===== config.mk =====
export PLATFORM = sky130hd
export DESIGN_NAME = noc_output_ctrl
export DESIGN_NICKNAME = d
export VERILOG_FILES = /design/src/rtl/noc_output_ctrl.sv
export SDC_FILE = /design/constraint.sdc
export NUM_CORES = 1
export LEC_CHECK = 0
export BUFFER_PORTS_ARGS = -buffer_cell sky130_fd_sc_hd__buf_2
export CORE_ASPECT_RATIO = 1.4
export CORE_MARGIN = 3
export CORE_UTILIZATION = 42
export DETAILED_ROUTE_END_ITERATION = 8
export GPL_TIMING_DRIVEN = 0
export PLACE_DENSITY = 0.68
export SLEW_MARGIN = 20
export SYNTH_ARGS = -nofsm -noshare
export SYNTH_HDL_FRONTEND = slang
export SYNTH_SLANG_ARGS = --single-unit

===== constraint.sdc =====
create_clock -name clk -period 1.61 [get_ports clk]
set_input_delay 0.161 -clock clk [delete_from_list [all_inputs] [get_ports clk]]
set_output_delay 0.161 -clock clk [all_outputs]
set_load 0.1 [all_outputs]

===== src/rtl/noc_output_ctrl.sv =====
// Output merge stage of a tree NoC router port: two single-entry input buffers,
// round-robin arbitration, and the sending side of a 4-phase bundled-data handshake.
module noc_output_ctrl #(
    parameter int WIDTH_packet = 14,
    parameter int WIDTH_addr   = 3,
    parameter int SYNC_STAGES  = 2
) (
    input  logic                    clk,
    input  logic                    rst_n,
    input  logic [WIDTH_packet-1:0] in0_data,
    input  logic                    in0_valid,
    output logic                    in0_ready,
    input  logic [WIDTH_packet-1:0] in1_data,
    input  logic                    in1_valid,
    output logic                    in1_ready,
    output logic [WIDTH_packet-1:0] out_data,
    output logic                    out_req,
    input  logic                    out_ack,
    output logic                    last_grant
);

    typedef enum logic [1:0] {
        IDLE    = 2'd0,
        REQ     = 2'd1,
        RELEASE = 2'd2
    } state_t;

    state_t state;
    state_t state_next;

    logic                    full0;
    logic                    full1;
    logic [WIDTH_packet-1:0] buf0;
    logic [WIDTH_packet-1:0] buf1;
    logic                    accept0;
    logic                    accept1;

    logic [SYNC_STAGES-1:0]  ack_sync;
    logic                    ack_s;
    logic                    ack_rise;

    logic                    do_grant;
    logic                    grant_idx;
    logic [WIDTH_packet-1:0] grant_data;
    logic                    out_req_next;

    logic                    ack_violation;
    logic [WIDTH_addr-1:0]   out_dest;
    logic [WIDTH_addr-1:0]   dest_hold;

    assign in0_ready = ~full0;
    assign in1_ready = ~full1;
    assign accept0   = in0_valid & ~full0;
    assign accept1   = in1_valid & ~full1;

    assign ack_s     = ack_sync[SYNC_STAGES-1];
    assign ack_rise  = ack_sync[0] & ~ack_sync[1];
    assign out_dest  = out_data[WIDTH_packet-1 -: WIDTH_addr];

    always_ff @(posedge clk or negedge rst_n) begin
        if (!rst_n) begin
            ack_sync <= '0;
        end else begin
            ack_sync <= {ack_sync[SYNC_STAGES-2:0], out_ack};
        end
    end

    // A full buffer never accepts, so capture and grant cannot hit the same entry in one cycle.
    always_ff @(posedge clk or negedge rst_n) begin
        if (!rst_n) begin
            full0 <= 1'b0;
            full1 <= 1'b0;
            buf0  <= '0;
            buf1  <= '0;
        end else begin
            if (accept0) begin
                full0 <= 1'b1;
                buf0  <= in0_data;
            end else if (do_grant && !grant_idx) begin
                full0 <= 1'b0;
            end
            if (accept1) begin
                full1 <= 1'b1;
                buf1  <= in1_data;
            end else if (do_grant && grant_idx) begin
                full1 <= 1'b0;
            end
        end
    end

    // Grants only from IDLE with the ack low; a tie goes to the input not served last.
    always_comb begin
        state_next = state;
        do_grant   = 1'b0;
        grant_idx  = ~last_grant;
        case (state)
            IDLE: begin
                if (!ack_s && (full0 || full1)) begin
                    do_grant   = 1'b1;
                    grant_idx  = (full0 && full1) ? ~last_grant : full1;
                    state_next = REQ;
                end
            end
            REQ: begin
                if (ack_s) begin
                    state_next = RELEASE;
                end
            end
            RELEASE: begin
                if (!ack_s) begin
                    state_next = IDLE;
                end
            end
            default: begin
                state_next = IDLE;
            end
        endcase
        grant_data   = grant_idx ? buf1 : buf0;
        out_req_next = (state_next == REQ);
    end

    always_ff @(posedge clk or negedge rst_n) begin
        if (!rst_n) begin
            state      <= IDLE;
            out_req    <= 1'b0;
            out_data   <= '0;
            last_grant <= 1'b1;
            dest_hold  <= '0;
        end else begin
            state   <= state_next;
            out_req <= out_req_next;
            if (do_grant) begin
                out_data   <= grant_data;
                last_grant <= grant_idx;
                dest_hold  <= grant_data[WIDTH_packet-1 -: WIDTH_addr];
            end
        end
    end

    // Sticky flag: the receiver raised ack without an outstanding request.
    always_ff @(posedge clk or negedge rst_n) begin
        if (!rst_n) begin
            ack_violation <= 1'b0;
        end else if (ack_rise && !out_req) begin
            ack_violation <= 1'b1;
        end
    end

    always @(posedge clk) begin
        if (rst_n && state != IDLE) begin
            assert (out_dest == dest_hold);
        end
        if (rst_n) begin
            assert (out_req == (state == REQ));
        end
        if (rst_n && do_grant) begin
            assert (!ack_s && (grant_idx ? full1 : full0));
        end
    end

    cover property (@(posedge clk) disable iff (!rst_n) ack_violation);

endmodule


==> impl_metrics.ini <==
[clock_network]
clk_path_buf_depth = 2
htreeDepth = 2
cts-root-buf = clkbuf_8
cts_made_buffers = 5
cts.sinks = 50
insertion_delay_ns = 0.30
clkTransAtPathRegs_ns = 0.09
cts_tree = yes

[drt]
drc = 0
first_iter_violations = 65
viasPerCell = 5.00
vias = 1411
wl_per_cell_um = 15.4
postRouteAntennaNets = 0
drt-pass1-iter-count = 4
routed_wirelength_um = 4350

[floorplanning]
io-pin-count = 51
initial_core_util_pct = 43.9
chipHeight_um = 88.1
fp-row-count = 29
coreArea_um2 = 4610
dieArea_um2 = 5700
die_w_um = 64.7

[place]
post-place-ws_ns = -0.119
place_congestion = 0.739
io_buffers = 50
dp_cells = 262
post_dp_cell_area_um2 = 2380
place.detailed.hpwl_um = 2970

[run]
drv_cap = 0

[logic_synthesis]
synth_largest_area_cell = dfrtp_1
ys_top_cells_by_area = dfrtp_1 (61%), mux2_2 (14%), a221o_1 (6.9%), nor3_1 (4.2%), nand2_1 (2.6%)
synth-xor-area-share_pct = 0.433
synthAdderAreaFrac_pct = 0
synth_mux_area_share_pct = 15.6
netlist_area_um2 = 2020
ys_seq_area_share_pct = 61.9
syn_avg_cell_area_um2 = 13.6
synthCells = 149
synth-simple-area-share_pct = 9.09
synth.net_count = 182
yosysWarnings = 0
synth_cell_types = 21
synth_top_family_by_area = multiplexers
synth.ff_latch_count = 50
synth_top_area_share_pct = 60.6
synth-compound-area-share_pct = 9.27

[grt]
grt_usage_pct = 16.3
grt_pass1_wl_um = 6980
grt_pass1_vias = 1378
antenna_found_initial = 0
grt-ovfl-total = 0
grt_start_max_net_pins = 31

[layout]
antenna_cells = 0
post_route_cells_drive_above_1_share_pct = 50.5
multiInputGateArea_um2 = 711
final_area_um2 = 2620
area_growth_pct = 29.5
num-fill-cells = 396
final_util_pct = 56.9
final_common_cell = buf_2
finalNetCount = 252
most-common-layout-cells = buf_2 (51), dfrtp_1 (49), mux2_2 (25)
seqCellArea_um2 = 1250
final_cells = 282

[status]
outcome = complete, but fails checks
failed_checks = negative setup slack

[timing]
rsz0062_at_grt = yes
fin_ws_ns = -0.0525
max_freq_mhz = 602
slew_headroom_pct = 67.4
hold_viol = 0
finalSetupViolCount = 16
min_period_ns = 1.66
fin_crit_sh_pct = 103
worst_pin_slew_ns = 0.488
finClkSkew_ns = 0.0133
slew_violations = 0

[hold_path]
min_to = buf0[8]$_DFFE_PN0P_
hold_path_class = input port to register
hold_start = in0_data[8]
hold_path_depth = 2

[setup_path]
timing.rr.start = ack_sync[1]$_DFF_PN0_
crit_arrival_ns = 1.91
r2r_end = out_data[6]$_DFFE_PN0P_
reg2reg_depth = 5
critPathKind = register to register
rrSetupSlack_ns = -0.05
cp-end-kind = register
worstPathRequired_ns = 1.86
cp-start-kind = register
critPathMaxFanout = 5
==> critical path, stage by stage (launching register included) <==
cell and delay [ns]:
dfrtp_1 0.40, or3_4 0.42, buf_6 0.14, a211oi_4 0.33, buf_6 0.18, a221o_1 0.14
==> synth_stat cells <==
library cell and count:
nor2_1 2, buf_6 3, o21ai_0 1, buf_2 4, dfrtp_1 49, nand2_1 14, nor3_1 17, a221o_1 14
a21o_1 1, and2_2 1, mux2_2 25, mux2_1 3, a211oi_4 1, clkbuf_1 4, nor2b_1 3, inv_1 2
nand2b_1 1, a21o_4 1, or3_1 1, xor2_1 1, dfstp_2 1
==> state kept, by name, indices dropped and copies added, names as in the netlist <==
signal	flops
full0	1
buf1	14
full1	1
buf0	14
state	2
ack_sync	2
out_data	14
last_grant	1
out_req	1
==> how the worst max path moves through the flow <==
stage                                     start                        to  slack (ns)  cells past startpoint
after global routing      ack_sync[1]$_DFF_PN0_   out_data[6]$_DFFE_PN0P_       -0.11                      5
after floorplan               full0$_DFFE_PN0P_  out_data[10]$_DFFE_PN0P_       -0.19                      5
after global placement    ack_sync[1]$_DFF_PN0_  out_data[12]$_DFFE_PN0P_       -0.12                      5
after detailed placement  ack_sync[1]$_DFF_PN0_   out_data[6]$_DFFE_PN0P_       -0.12                      5
after CTS                    state[1]$_DFF_PN0_   out_data[6]$_DFFE_PN0P_       -0.08                      5
final                     ack_sync[1]$_DFF_PN0_   out_data[6]$_DFFE_PN0P_       -0.05                      5
==> what timing repair did <==
item / CTS / global route
buffers inserted: 9 / 0
pin swaps: 8 / 6
resized for setup: 8 / 8
hold buffers: 2 / 0
gates cloned: 1 / 1
setup endpoints to repair: 35 / 16
hold endpoints to repair: 20 / 0
==> per-layer routing <==
| layer | GRT usage, % | wire length [µm] | share of wire (%) |
|---|---|---|---|
| met1 | 20.6 | 1880 | 43 |
| met2 | 27.4 | 2270 | 52 |
| met3 | 3.21 | 149 | 3.4 |
| met4 | 6.73 | 57 | 1.3 |
| met5 | 0 | 0 | 0 |
==> cells by family (layout without fill, tap and decap cells) <==
| group | Yosys count | after routing |
|---|---|---|
| flops | 50 | 50 |
| xor+xnor | 1 | 1 |
| mux | 28 | 28 |
| simple gates | 39 | 39 |
| buf+inv | 13 | 84 |
| compound gates | 18 | 18 |
==> metrics by stage <==
stage / hold WS [ns] / setup TNS, ns
floorplan: -0.135 / -2.26
finish: 0.0690 / -0.573
detailed placement: 0.151 / -1.80
global placement: 0.274 / -1.81
CTS: 0.0639 / -0.899
global route: 0.0689 / -1.42
==> cell type report <==
class | instances | share of cell area, %
inverters | 2 | 0.430
flip-flops and latches | 50 | 47.8
clock buffers | 6 | 2.77
plain buffers | 10 | 2.86
well taps | 62 | 2.96
clock inverters | 2 | 0.525
repair buffers | 64 | 15.6
multi-input cells | 86 | 27.1
Power is not shown: default switching activity piles up to over one toggle a cycle in this logic, so the estimate is an artifact.
